### src/rtl/hub75_capture.sv
`timescale 1ns/1ps
`default_nettype none
// +--------------------------------------------------------------------------+
// | Module      : hub75_capture                                              |
// | Description : HUB75 panel-side receiver. Rebuilds each latched 64-column |
// |               line, decodes the bit plane from the OE-low exposure and   |
// |               emits one ready/valid record per column.                   |
// | Revision    : 1.0  initial release                                       |
// +--------------------------------------------------------------------------+
module hub75_capture #(
  parameter int LSB_PERIOD = 15,
  parameter int MIN_EXPO   = 4
) (
  input  logic       clk_27MHz,
  input  logic       rst_n,
  input  logic       hub_clk,
  input  logic       hub_latch,
  input  logic       hub_oe,
  input  logic [4:0] hub_row,
  input  logic [2:0] hub_rgb1,
  input  logic [2:0] hub_rgb2,
  output logic       pix_valid,
  input  logic       pix_ready,
  output logic [5:0] pix_x,
  output logic [4:0] pix_row,
  output logic [2:0] pix_plane,
  output logic [2:0] pix_rgb1,
  output logic [2:0] pix_rgb2,
  output logic       pix_last,
  output logic       frame_done,
  output logic       err_col,
  output logic       err_overrun
);

  typedef enum logic [1:0] {
    WAIT_LATCH = 2'd0,
    WAIT_OE    = 2'd1,
    MEASURE    = 2'd2,
    EMIT       = 2'd3
  } state_t;

  // Sync vector layout: {clk, latch, oe, row[4:0], rgb2[2:0], rgb1[2:0]}; OE idles high.
  localparam logic [13:0] c_SYNC_RST = 14'h0800;
  localparam logic [15:0] c_EXPO_MAX = 16'hFFFF;

  logic [13:0] r_sync1;
  logic [13:0] r_sync2;
  logic [2:0]  r_edge_d;
  state_t      r_state;
  logic [6:0]  r_col_cnt;
  logic [5:0]  r_shreg   [64];
  logic [5:0]  r_linebuf [64];
  logic [15:0] r_expo;
  logic [4:0]  r_row_q;
  logic        r_err_col;
  logic        r_err_overrun;
  logic        r_frame_done;
  logic        r_pix_valid;
  logic [5:0]  r_pix_x;
  logic [4:0]  r_pix_row;
  logic [2:0]  r_pix_plane;
  logic [2:0]  r_pix_rgb1;
  logic [2:0]  r_pix_rgb2;
  logic        r_pix_last;

  logic        w_clk_s;
  logic        w_latch_s;
  logic        w_oe_s;
  logic [4:0]  w_row_s;
  logic [2:0]  w_rgb2_s;
  logic [2:0]  w_rgb1_s;
  logic        w_clk_rise;
  logic        w_latch_rise;
  logic        w_oe_fall;
  logic        w_oe_rise;
  logic [5:0]  w_next_x;

  assign {w_clk_s, w_latch_s, w_oe_s, w_row_s, w_rgb2_s, w_rgb1_s} = r_sync2;
  assign w_clk_rise   = w_clk_s   & ~r_edge_d[2];
  assign w_latch_rise = w_latch_s & ~r_edge_d[1];
  assign w_oe_fall    = ~w_oe_s   &  r_edge_d[0];
  assign w_oe_rise    = w_oe_s    & ~r_edge_d[0];
  assign w_next_x     = r_pix_x + 6'd1;

  // Plane = number of thresholds (3*LSB_PERIOD<<b)>>2, b=1..7, reached by the exposure.
  function automatic logic [2:0] f_decode_plane(input logic [15:0] expo);
    logic [2:0]  cnt;
    logic [31:0] thr;
    cnt = 3'd0;
    for (int b = 1; b <= 7; b++) begin
      thr = (32'(3 * LSB_PERIOD) << b) >> 2;
      if ({16'd0, expo} >= thr) cnt = cnt + 3'd1;
    end
    return cnt;
  endfunction

  always_ff @(posedge clk_27MHz or negedge rst_n) begin
    if (!rst_n) begin
      r_sync1  <= c_SYNC_RST;
      r_sync2  <= c_SYNC_RST;
      r_edge_d <= 3'b001;
    end else begin
      r_sync1  <= {hub_clk, hub_latch, hub_oe, hub_row, hub_rgb2, hub_rgb1};
      r_sync2  <= r_sync1;
      r_edge_d <= {w_clk_s, w_latch_s, w_oe_s};
    end
  end

  // Column capture and line hand-off run independently of the FSM state.
  always_ff @(posedge clk_27MHz or negedge rst_n) begin
    if (!rst_n) begin
      r_col_cnt     <= '0;
      r_err_col     <= 1'b0;
      r_err_overrun <= 1'b0;
      for (int i = 0; i < 64; i++) begin
        r_shreg[i]   <= '0;
        r_linebuf[i] <= '0;
      end
    end else begin
      r_err_col     <= 1'b0;
      r_err_overrun <= 1'b0;
      if (w_clk_rise) begin
        r_shreg[r_col_cnt[5:0]] <= {w_rgb2_s, w_rgb1_s};
        if (r_col_cnt != 7'd127) r_col_cnt <= r_col_cnt + 7'd1;
      end
      if (w_latch_rise) begin
        r_err_col <= (r_col_cnt != 7'd64);
        r_col_cnt <= '0;
        if (r_state != EMIT) r_linebuf <= r_shreg;
        else                 r_err_overrun <= 1'b1;
      end
    end
  end

  always_ff @(posedge clk_27MHz or negedge rst_n) begin
    if (!rst_n) begin
      r_state      <= WAIT_LATCH;
      r_expo       <= '0;
      r_row_q      <= '0;
      r_frame_done <= 1'b0;
      r_pix_valid  <= 1'b0;
      r_pix_x      <= '0;
      r_pix_row    <= '0;
      r_pix_plane  <= '0;
      r_pix_rgb1   <= '0;
      r_pix_rgb2   <= '0;
      r_pix_last   <= 1'b0;
    end else begin
      r_frame_done <= 1'b0;
      case (r_state)
        WAIT_LATCH: begin
          if (w_latch_rise) r_state <= WAIT_OE;
        end
        WAIT_OE: begin
          if (w_oe_fall) begin
            r_state <= MEASURE;
            r_row_q <= w_row_s;
            r_expo  <= 16'd1;
          end
        end
        MEASURE: begin
          if (w_oe_rise) begin
            if (r_expo < 16'(MIN_EXPO)) begin
              r_state <= WAIT_OE;
            end else begin
              r_state     <= EMIT;
              r_pix_valid <= 1'b1;
              r_pix_x     <= 6'd0;
              r_pix_row   <= r_row_q;
              r_pix_plane <= f_decode_plane(r_expo);
              r_pix_rgb1  <= r_linebuf[0][2:0];
              r_pix_rgb2  <= r_linebuf[0][5:3];
              r_pix_last  <= 1'b0;
            end
          end else if (!w_oe_s && r_expo != c_EXPO_MAX) begin
            r_expo <= r_expo + 16'd1;
          end
        end
        EMIT: begin
          if (r_pix_valid && pix_ready) begin
            if (r_pix_x == 6'd63) begin
              r_state      <= WAIT_LATCH;
              r_pix_valid  <= 1'b0;
              r_pix_last   <= 1'b0;
              r_frame_done <= (r_pix_row == 5'd31) && (r_pix_plane == 3'd7);
            end else begin
              r_pix_x    <= w_next_x;
              r_pix_rgb1 <= r_linebuf[w_next_x][2:0];
              r_pix_rgb2 <= r_linebuf[w_next_x][5:3];
              r_pix_last <= (w_next_x == 6'd63);
            end
          end
        end
        default: r_state <= WAIT_LATCH;
      endcase
    end
  end

  assign pix_valid   = r_pix_valid;
  assign pix_x       = r_pix_x;
  assign pix_row     = r_pix_row;
  assign pix_plane   = r_pix_plane;
  assign pix_rgb1    = r_pix_rgb1;
  assign pix_rgb2    = r_pix_rgb2;
  assign pix_last    = r_pix_last;
  assign frame_done  = r_frame_done;
  assign err_col     = r_err_col;
  assign err_overrun = r_err_overrun;

endmodule
`default_nettype wire

### config.mk
export PLATFORM = sky130hd
export DESIGN_NAME = hub75_capture
export DESIGN_NICKNAME = d
export VERILOG_FILES = /design/src/rtl/hub75_capture.sv
export SDC_FILE = /design/constraint.sdc
export NUM_CORES = 1
export LEC_CHECK = 0
export BUFFER_PORTS_ARGS = -buffer_cell sky130_fd_sc_hd__buf_2
export CAP_MARGIN = 40
export CORE_ASPECT_RATIO = 1.2
export CORE_MARGIN = 4
export CORE_UTILIZATION = 40
export CTS_CLUSTER_DIAMETER = 60
export DETAILED_ROUTE_END_ITERATION = 8
export GPL_ROUTABILITY_DRIVEN = 0
export GPL_TIMING_DRIVEN = 0
export PLACE_DENSITY_LB_ADDON = 0.1
export SYNTH_ARGS = -nofsm -noshare
export SYNTH_HDL_FRONTEND = slang
export SYNTH_SLANG_ARGS = --single-unit
export TNS_END_PERCENT = 10
### constraint.sdc
create_clock -name clk_27MHz -period 3.9 [get_ports clk_27MHz]
set_clock_uncertainty 0.05 [all_clocks]
set_input_delay 0.195 -clock clk_27MHz [delete_from_list [all_inputs] [get_ports clk_27MHz]]
set_output_delay 0.195 -clock clk_27MHz [all_outputs]
set_load 0.05 [all_outputs]
; Word level (Yosys, flattened, before mapping)
; Cells that the tools add are included.
[op_classes]
shift = 0
mux = 76
div = 0
magnitude_cmp = 11
n_mul = 0
bitwise = 11
n_eq_ne = 20
n_addsub = 9
n_reduce_logical = 19
[op_table]
columns = cell, n
row1 = $bwmux 384, 1
row2 = $mux 3, 32
row3 = $mux 16, 3
row4 = $mux 6, 7
row5 = $bmux 6 s6, 1
row6 = $demux 6 s6, 1
row7 = $pmux 16 s2, 1
row8 = $mux 7, 3
row9 = $ne 2x2->1 const B, 10
row10 = $add 3x1->3 const B, 6
row11 = $add 16x1->16 const B, 1
row12 = $ge 16x10->1 const B, 1
row13 = $ge 16x11->1 const B, 1
row14 = $ge 16x5->1 const B, 1
row15 = $ge 16x6->1 const B, 1
row16 = $ge 16x7->1 const B, 1
row17 = $ge 16x8->1 const B, 1
row18 = $ge 16x9->1 const B, 1
row19 = $lt 16x3->1 const B, 1
row20 = $ne 16x16->1 const B, 1
row21 = $mux 1, 15
row22 = $reduce_and 5->1, 3
row23 = $ge 7x7->1 const B, 2
row24 = $ne 7x7->1 const B, 2
row25 = other kinds (23), 49
[totals]
reg_bits = 854
mem_count = 0
latch_bits = 0
ram_bits = 0
output_inout_bits = 25
mem_bits_ro = 0

; Longest topological paths before layout
; Gate-level depths: netlist of run 1.
[logic_depth]
depth_word = 32
depth_mapped = 21
depth_no_buf = 21

; Worst setup path after synthesis of run 1
; No wires, ideal clock.
[synth_timing]
path_kind = register to register
startpoint = register r_pix_x[0] (netlist: pix_x[0])
endpoint = register r_pix_rgb1[0] (netlist: pix_rgb1[0])
path_buffers = 7
t_arrival_ns = 3.722
path_stages_with_launch = 15
path_slack_ns = 0.002
cell_sequence = dfrtp_1 clkbuf_1 buf_2 buf_2 inv_2 buf_2 ha_1 clkbuf_1 clkbuf_1 clkbuf_1 mux4_2 mux2i_1 o22ai_1 nor4_1 nor2_1
[synth_via]
elab_chain_cells = 8
elab_cells_between_ends = 11
classes_between = add/sub: 1 / eq/ne: 2 / mux: 6 / bitwise: 1 / reduce/logical: 1
[synth_lines]
columns = item, line_no
row1 = "start, declared", 59  ; logic [5:0] r_pix_x;
row2 = "start signal, assigned", 187  ; r_pix_x <= w_next_x;
row3 = $add 6x1->6, 83  ; assign w_next_x = r_pix_x + 6'd1;
row4 = $not 6->7 (implied by the code), 188  ; r_pix_rgb1 <= r_linebuf[w_next_x][2:0];
row5 = $bmux 6 s6, 188
row6 = $mux 6 (2 in series), -
row7 = $mux 3, 181  ; if (r_pix_x == 6'd63) begin
row8 = $mux 3, 180  ; if (r_pix_valid && pix_ready) begin
row9 = $pmux 3 s2, 150  ; case (r_state)
row10 = "end signal, assigned", 171  ; r_pix_rgb1 <= r_linebuf[0][2:0];
row11 = "end signal, assigned", 188
row12 = "end, declared", 62  ; logic [2:0] r_pix_rgb1;
; Parallel ways exist; a longest one is shown, timed or not. The select of a mux whose other input is x is not followed.
; A chain may end at the register's enable or synchronous reset.

; Worst setup path after layout of run 1
[layout_timing]
startpoint = register r_pix_x[0] (netlist: pix_x[0])
endpoint = register r_pix_rgb2[1] (netlist: pix_rgb2[1])
[layout_via]
elab_chain_cells = 8
elab_cells_between_ends = 11
classes_between = add/sub: 1 / eq/ne: 2 / mux: 6 / bitwise: 1 / reduce/logical: 1
[layout_lines]
columns = item, line_no
row1 = $add 6x1->6, 83
row2 = $not 6->7 (implied by the code), 189  ; r_pix_rgb2 <= r_linebuf[w_next_x][5:3];
row3 = $bmux 6 s6, 189
row4 = $mux 6 (implied by the code) (2 in series), 189
row5 = $mux 3, 181
row6 = $mux 3, 180
row7 = $pmux 3 s2, 150
row8 = "end signal, assigned", 172  ; r_pix_rgb2 <= r_linebuf[0][5:3];
row9 = "end signal, assigned", 189
row10 = "end, declared", 63  ; logic [2:0] r_pix_rgb2;
; Parallel ways exist; a longest one is shown, timed or not. The select of a mux whose other input is x is not followed.

==> results of run 1 <==
where the power goes:
part | internal [mW] | total (mW) | switching (mW)
registers | 9.28 | 9.56 | 0.288
logic | 2.26 | 5.95 | 3.69
clock network | 5.29 | 8.97 | 3.68
cells by family after synthesis:
logic type	after synthesis	share of synthesized area, %
AO/OA/AOI/OAI	105	1.95
XOR/XNOR	24	0.588
adder cells (fa/ha/maj)	14	0.490
buffers and inverters	157	1.83
flip-flops	854	59.8
multiplexers	919	31.8
AND/OR/NAND/NOR	267	3.54
worst max-delay path by stage:
stage	startpoint	to	slack [ps]	cells past startpoint
finish	pix_x[0]	pix_rgb2[1]	30	14
CTS	pix_x[0]	pix_rgb2[0]	2	13
global route	r_expo[14]	pix_plane[2]	-70	18
detailed placement	pix_x[0]	pix_rgb2[1]	-2540	14
global placement	rst_n	r_shreg[111]	-15310	1
floorplan	pix_x[0]	pix_rgb1[0]	2	14
Yosys cell counts (8+ instances only):
library cell | n | area share, %
nor2_1 | 66 | 0.69
buf_1 | 8 | 0.084
mux2_2 | 778 | 25
nand2_1 | 93 | 0.98
xor2_1 | 12 | 0.29
ha_1 | 14 | 0.49
o21ai_0 | 23 | 0.32
dfrtp_1 | 851 | 60
nor4_1 | 13 | 0.23
inv_1 | 16 | 0.17
mux4_2 | 96 | 6.0
o22ai_1 | 24 | 0.42
nand4_1 | 11 | 0.19
a21oi_1 | 19 | 0.27
mux2i_1 | 45 | 1.3
buf_2 | 18 | 0.25
nand3_1 | 18 | 0.25
xnor2_1 | 12 | 0.29
nor3_1 | 16 | 0.22
clkbuf_1 | 107 | 1.1
and3_1 | 8 | 0.14
layer usage:
metal | vias up | wire length (um) | GRT usage [%]
met5 | - | 12 | 0
met4 | 2 | 3090 | 7.20
met3 | 157 | 3740 | 3.25
met2 | 386 | 47400 | 34.7
met1 | 11100 | 42700 | 28.3
li1 | 8952 | - | -
cell type report:
| class | count | area, um^2 | share of cell area [%] |
|---|---|---|---|
| Multi-Input combinational cell | 1329 | 14000 | 33.6 |
| Sequential cell | 854 | 21400 | 51.1 |
| Buffer | 139 | 671 | 1.60 |
| Clock buffer | 130 | 2610 | 6.25 |
| Timing Repair Buffer | 107 | 1070 | 2.55 |
| Tap cell | 1149 | 1440 | 3.44 |
| Inverter | 17 | 66.3 | 0.159 |
| Clock inverter | 36 | 509 | 1.22 |
what timing repair did:
item	4_1_cts	5_1_grt
hold buffers	16	0
buffers inserted	2	1
endpoints found under the hold margin	120	0
pin swaps	6	2
resized for setup	71	14
endpoints found under the setup margin	9	8
worst max-delay path: cells and delay by family, from the launching register on:
kind / cells / cell delay [ps]
buf+inv: 8 / 1620
simple gates: 2 / 490
fa+ha+maj: 1 / 330
mux: 2 / 620
flops: 1 / 410
compound gates: 1 / 180
registers in the layout, indices dropped and copies added, names as in the netlist, 2 cells and up:
| name | count |
|---|---|
| r_row_q | 5 |
| r_linebuf | 384 |
| r_sync2 | 14 |
| r_edge_d | 3 |
| pix_rgb1 | 3 |
| pix_rgb2 | 3 |
| r_sync1 | 14 |
| r_state | 2 |
| r_col_cnt | 7 |
| pix_x | 6 |
| r_shreg | 384 |
| pix_plane | 3 |
| r_expo | 16 |
| pix_row | 5 |
==> results.ini, run 1 <==
[min_path]
hold_end = r_sync1[3]
min_path_cells = 2
hp-start = hub_rgb2[0]
hold_path_class = in2reg

[global_route]
overflow = 0
grtUsageTotal_pct = 21.0
grt_pass1_wl_mm = 147
grt_max_degree = 129
grt_antenna_before_repair = 3
grt_pass1_vias = 22200

[sta]
setup_slack_ps = 26.8
worst_pin_slew_ps = 986
period_minus_slack_ps = 3870
hold_viol_final = 0
hold_slack_ps = 119
rsz0062_at_grt = true
period_share_pct = 99.3
maxSlewHeadroom_pct = 33.7
maxSlewViolCount = 0
finalSetupViolations = 0
fmax_mhz = 258
setup_tns_ps = 0

[cts]
htreeDepth = 3
cts_tree = yes
cts_root_buf = clkbuf_16
cts_sinks = 854
clk_pin_slew_ps = 60
clock_path_buffers = 3
cts_buffers = 91
insertion_delay_ps = 660

[critical_path]
cp.required_ps = 4380
critPathMaxFanout = 10
path_cells = clkbuf_2 -> buf_12 -> buf_8 -> inv_4 -> buf_6 -> ha_4 -> clkbuf_8 -> clkbuf_2 -> buf_8 -> mux4_2 -> mux2i_4 -> o22ai_1 -> nor4_4 -> nor2_1
endpoint_kind = flip-flop
r2r_start = pix_x[0]
cp-start-kind = flip-flop
max_stage_delay_ps = 410
path_class = reg2reg
reg2reg_depth = 14
r2r_slack_ps = 30
r2r-end = pix_rgb2[1]
slowest_stage = dfrtp_1
arrival_ps = 4360

[yosys]
avgSynthCellArea_um2 = 15.3
synth-main-ff-cell = dfrtp_1
synth_nets = 2371
yosysSeqAreaShare_pct = 59.8
ys_types = 59
synthesis.area_um2 = 35700
ys_warn_count = 0
syn_inst = 2340
async_reset_ff_share_pct = 100
synth_edf_count = 0
synth_seq_cells = 854

[finish]
finalNonFillerCells = 3761
fin_area_um2 = 41800
fin_nets = 2570
layout_commonest_cell = dfrtp_1
final_cell_mix = dfrtp_1 (850), mux2_2 (778), clkbuf_1 (115)
fillers = 7781
num_antenna_cells = 0
drive_gt1_share_pct = 46.1
final_util_pct = 47.4
area_growth_pct = 16.9

[route]
drtIter0Drc = 1169
drt-pass1-iter-count = 5
drc = 0
postRouteAntennaNets = 0
wl_per_cell_um = 25.8
vias = 20600
drt-total-wl_mm = 96.9
vias_per_cell = 5.47

[place]
port_buffers = 41
place_inst = 3577
placed_cell_area_um2 = 38100
dp_slack_ps = -2540
hpwl_mm = 68.6

[floorplanning]
ioPinCount = 42
dieWidth_um = 281
die-area_um2 = 94200
row_count = 119
fp.coreArea_um2 = 88100
die_y_um = 335
start_util_pct = 40.6

[power]
power.leakage_nw = 20.2
ir_drop_mv = 0.466
powerDensity_nw_per_um2 = 586
power_mw = 24.5

[run]
drv_cap = 0

[outcome]
status = finished, final reports clean

No activity file was read; power rests on OpenSTA's default activity.
==> run 2: changes to the inputs <==
Settings changed: ABC_AREA from default to 1.
==> run 2 against run 1 <==
  * The run now ends with negative setup slack left
  * Total power decreased by 24%
  * Sequential share of layout area is 0.11 points lower
  * Non-clock buffer count is 142 higher
  * Sequential power is 5.2% lower
  * Critical path depth up 13
  * Combinational power shrank 91%
  * Flip-flop and latch count stayed put
  * Core utilization increased by 0.19 points
  * Routed wire length is 29% higher
  * Global-route usage grew 5.9 points
  * Area after synthesis is 0.54% lower
  * Critical endpoint is now pix_plane[2]
  * Largest cell class unchanged
  * Highest routed layer is now met4
==> results.ini, run 2 <==
[sta]
period_minus_slack_ps = 3990
rsz0062_at_grt = true
setup_tns_ps = -146
maxSlewViolCount = 0
fmax_mhz = 250
hold_viol_final = 0
setup_slack_ps = -94.9
finalSetupViolations = 2
worst_pin_slew_ps = 944
maxSlewHeadroom_pct = 36.7
period_share_pct = 102

[cts]
cts_buffers = 92
cts_tree = yes
clock_path_buffers = 3
htreeDepth = 3
cts_root_buf = clkbuf_16
cts_sinks = 854
insertion_delay_ps = 650
clk_pin_slew_ps = 60

[finish]
multiInputGateArea_um2 = 12400
seq_area_um2 = 21400
fin_area_um2 = 41900
drive_gt1_share_pct = 16.5
layout_commonest_cell = dfrtp_1
fin_nets = 3902
fillers = 8359
final_cell_mix = dfrtp_1 (846), nand2_1 (629), o21ai_0 (570)
largestRegisters = r_linebuf: 384 flops, r_shreg: 384 flops, r_expo: 16 flops
area_growth_pct = 17.8

[critical_path]
worstSetupStartpoint = r_expo[11]
crit_family = simple AND/OR/NAND/NOR gates
r2r_start = r_expo[11]
endpoint_kind = flip-flop
arrival_ps = 4490
slowest_stage = dfrtp_2
cpMostUsedCell = nand2_1
r2r_slack_ps = -90
critPathMaxFanout = 3
r2r-end = pix_plane[2]
cp-endpoint = pix_plane[2]
path_class = reg2reg
max_stage_delay_ps = 430
cp.required_ps = 4390
reg2reg_depth = 27
cp-start-kind = flip-flop
cp_num_buf_inv = 3
cp.depth = 27

[place]
hpwl_mm = 90.8
placed_cell_area_um2 = 38200
port_buffers = 41

[power]
ir_drop_mv = 0.322
power_mw = 18.7
power.leakage_nw = 20.1
powerDensity_nw_per_um2 = 446

[yosys]
synth.largest_area_cell = dfrtp_1
synth_seq_cells = 854
synthesis.area_um2 = 35600
yosysSeqAreaShare_pct = 60.1
synth_nets = 3665
yosys-top-cells-count = dfrtp_1 (851), nand2_1 (636), o21ai_0 (575)
ys_warn_count = 0
synth_edf_count = 0
yosys.area.top_type_share_pct = 59.9
async_reset_ff_share_pct = 100
post-synth-top-count-cell = dfrtp_1
ys_types = 42
synth-main-ff-cell = dfrtp_1
synthTopCellsByArea = dfrtp_1 (60%), o21ai_0 (8.1%), mux2_2 (7.1%)
avgSynthCellArea_um2 = 9.79
syn_inst = 3633

[floorplanning]
dieWidth_um = 280
die_y_um = 335
die-area_um2 = 93700
start_util_pct = 40.4
fp.coreArea_um2 = 88000
row_count = 119
ioPinCount = 42

[route]
m1WireLength_mm = 52.0
drt-total-wl_mm = 125
wl_met3_mm = 8.59
drt-pass1-iter-count = 6
vias_per_cell = 5.41
vias = 27500
drtIter0Drc = 2719
drc = 0
postRouteAntennaNets = 0
highest_layer = met4
met2WireLength_mm = 57.4
wl_per_cell_um = 24.5

[min_path]
hold_path_class = in2async

[outcome]
status = finished with violations
violations = negative setup slack

[global_route]
grtUsageTotal_pct = 26.8
grt_max_degree = 107
grt_pass1_wl_mm = 185
grt_pass1_vias = 27400
grt_antenna_before_repair = 3
overflow = 0

[run]
drv_cap = 0

run 2: changes by cell type after synthesis, sizes merged, moves of 96 or more:
cell and delta:
a21oi +251, inv +217, mux2 -553, mux4 -96, nand2 +546, nand3 +139, nor2 +196, o21ai +554
run 2: worst min path at each step:
stage / from / end / slack (ps) / cells after the start
global route: rst_n / r_expo[15] / 50 / 2
CTS: rst_n / r_expo[15] / 20 / 2
finish: rst_n / r_expo[15] / 20 / 2
floorplan: rst_n / err_col / -150 / 0
detailed placement: rst_n / r_expo[14] / 130 / 1
global placement: hub_oe / r_sync1[11] / 250 / 1
run 2: power by group:
part,internal [mW],switching (mW),total (mW)
registers,8.99,0.0667,9.06
clock network,5.47,3.67,9.14
logic,0.120,0.386,0.506
total,14.6,4.12,18.7
run 2: worst reg2reg max path, stage by stage, from the launching register on:
cell,delay [ps]
dfrtp_2,430
nor2_4,130
nand2_2,90
nor2_4,150
nand3_4,110
nor3_4,310
inv_2,70
ha_2,170
or2_1,220
o21a_1,110
ha_1,280
nand2_2,80
inv_1,40
nor2_1,70
nand2_1,70
nand3_2,60
nand2_1,70
ha_1,280
or2_4,240
nand2_4,60
inv_2,40
ha_4,160
nand2_4,50
xnor2_2,70
xor2_1,170
or2_0,200
nand3_1,70
nand2_1,50
run 2: what timing repair did:
item | CTS | global route
hold endpoints to repair | 233 | 0
gates resized for setup | 38 | 30
setup endpoints to repair | 8 | 8
pin swaps | 14 | 5
hold buffers | 16 | 0
setup buffers | 14 | 7
gates cloned | 0 | 0
run 2: cells by family (layout without fill, tap and decap cells):
family | Yosys count | count (layout) | share of synthesized area, %
and+or+nand+nor | 1085 | 1085 | 12.2
AOI/OAI and AO/OA | 958 | 958 | 14.3
DFF | 854 | 854 | 60.1
buffers and inverters | 486 | 794 | 5.44
muxes | 225 | 225 | 7.13
adders and majority gates | 15 | 15 | 0.528
xor gates and xnor gates | 10 | 10 | 0.267
other | 0 | 3 | 0
run 2: final cells by class:
class / instances / share of cell area (%)
Multi-Input combinational cell: 2293 / 29.6
Buffer: 245 / 2.56
Clock inverter: 28 / 0.863
Timing Repair Buffer: 143 / 3.62
Clock buffer: 137 / 6.67
Antenna cell: 3 / 0.0179
Sequential cell: 854 / 51.0
Tap cell: 1149 / 3.43
Inverter: 241 / 2.16
run 2: layer usage:
metal | vias up | track usage [%]
met2 | 931 | 43.2
li1 | 12600 | -
met4 | 0 | 12.6
met3 | 292 | 5.00
met1 | 13700 | 35.4
met5 | - | 0
run 2: stage by stage:
step	cells	hold slack, ps	setup slack [ps]	utilization, %
2_1_floorplan	3633	-151	1.45	-
3_3_place_gp	4823	252	-16780	42.3
3_5_place_dp	4888	126	-507	43.5
4_1_cts	5083	15.2	-74.8	47.5
5_1_grt	5090	50.3	-404	47.6
6_report	5093	24.6	-94.9	47.6
==> run 3: changes to the inputs <==
Settings changed: BUFFER_PORTS_ARGS -buffer_cell sky130_fd_sc_hd__buf_2 to default, DONT_BUFFER_PORTS from default to 1.
==> run 3 against run 2 <==
  * Die area is the same
  * Hold slack lost 820 ps
  * Sequential share of layout area grew 0.71 points
  * Global-route usage shrank 0.22 points
  * Critical path type unchanged
  * Cell count shrank 1.1%
  * Highest routed layer unchanged
  * The run ends with negative hold slack, max-slew violations, negative setup slack left
  * Maximum frequency grew 0.73%
==> results.ini, run 3 (same netlist as run 2, synthesis figures left out) <==
[outcome]
status = finished with violations
violations = negative hold slack, max-slew violations, negative setup slack

[route]
postRouteAntennaNets = 0
drtIter0Drc = 2489
vias = 27200
drt-total-wl_mm = 125
vias_per_cell = 5.41
drt-pass1-iter-count = 5
drc = 0
wl_per_cell_um = 24.7

[place]
port_buffers = 0
hpwl_mm = 88.7
placed_cell_area_um2 = 37800

[run]
drv_cap = 0

[critical_path]
cp-start-kind = flip-flop
reg2reg_depth = 16
arrival_ps = 4450
r2r_start = pix_x[0]
critPathMaxFanout = 10
path_class = reg2reg
endpoint_kind = flip-flop
r2r-end = pix_rgb2[1]
cp.required_ps = 4390
r2r_slack_ps = -70

[finish]
drive_gt1_share_pct = 15.3
final_cell_mix = dfrtp_1 (846), nand2_1 (630), o21ai_0 (569)
area_growth_pct = 16.2
fin_area_um2 = 41300
layout_commonest_cell = dfrtp_1
largestRegisters = r_linebuf: 384 flops, r_shreg: 384 flops, r_expo: 16 flops
final_util_pct = 47.0
fin_nets = 3851

[cts]
cts_root_buf = clkbuf_16
cts_sinks = 854
cts_tree = yes
htreeDepth = 3
clk_pin_slew_ps = 60
ctsHoldBuffers = 15
clock_path_buffers = 3
cts_buffers = 92
insertion_delay_ps = 650

[power]
power_mw = 18.2
ir_drop_mv = 0.365
powerDensity_nw_per_um2 = 441
power.leakage_nw = 19.7

[floorplanning]
die_y_um = 335
row_count = 119
ioPinCount = 42
die-area_um2 = 93700
fp.coreArea_um2 = 88000
dieWidth_um = 280
start_util_pct = 40.4

[sta]
maxSlewHeadroom_pct = -36.1
setup_tns_ps = -89.7
finalSetupViolations = 3
rsz0062_at_grt = true
setup_slack_ps = -66.0
worst_pin_slew_ps = 2040
period_minus_slack_ps = 3970
hold_slack_ps = -791
fmax_mhz = 252
maxSlewViolCount = 233
hold_viol_final = 854
period_share_pct = 102

[global_route]
grt_max_degree = 855
grt_pass1_vias = 27000
grt_antenna_before_repair = 1
overflow = 0
grtUsageTotal_pct = 26.6
grt_pass1_wl_mm = 184

[min_path]
hold_path_class = in2async

## run 3: layout make-up
class	instances	area, um^2
well taps	1149	1440
clock inverters	32	358
multi-input cells	2293	12400
plain buffers	245	1070
flip-flops and latches	854	21400
fillers	8512	46700
inverters	241	905
repair buffers	92	1070
clock buffers	130	2660
diodes	3	7.51
## run 3: what timing repair did
| item | CTS | global route |
|---|---|---|
| pin swaps | 21 | 13 |
| buffers inserted | 14 | 10 |
| gates resized for setup | 39 | 29 |
| endpoints found under the setup margin | 8 | 8 |
| endpoints found under the hold margin | 871 | 854 |
## run 3: stage by stage
step	cells	setup WS, ps
3_5_place_dp	4835	-994
3_3_place_gp	4782	-1240
5_1_grt	5036	-263
2_1_floorplan	3633	1.45
4_1_cts	5026	-104
6_report	5039	-66.0
## run 3: how the worst max path moves through the flow
| stage | to | start | slack [ps] |
|---|---|---|---|
| 2_1_floorplan | pix_plane[2] | r_expo[10] | 1 |
| 3_3_place_gp | pix_rgb2[1] | pix_x[0] | -1240 |
| 3_5_place_dp | pix_rgb1[2] | pix_x[0] | -990 |
| 4_1_cts | pix_plane[2] | r_expo[15] | -100 |
| 5_1_grt | pix_plane[2] | r_expo[11] | -260 |
| 6_report | pix_rgb2[1] | pix_x[0] | -70 |
## run 3: routing by layer
| metal | vias up | global-route usage (%) | wire, um |
|---|---|---|---|
| met5 | - | 0 | 0 |
| li1 | 12500 | - | - |
| met2 | 935 | 42.0 | 56700 |
| met4 | 0 | 14.6 | 7630 |
| met1 | 13500 | 35.0 | 52000 |
| met3 | 297 | 5.00 | 8380 |
## run 3: critical path: stages (launching register included)
cell	delay (ps)
dfrtp_4	610
buf_6	200
inv_1	90
clkbuf_4	260
buf_6	220
ha_2	330
buf_2	260
clkbuf_4	260
buf_6	180
o211ai_1	120
nand3_1	270
nand3_1	170
nand3_1	230
nand3_1	170
nand3_1	80
nand2_1	220
nand2_1	90
## run 3: power by group
group	internal (mW)	switching [mW]	total [mW]
Sequential	9.00	0.0726	9.07
Clock	5.20	3.67	8.87
Combinational	0.0895	0.202	0.292
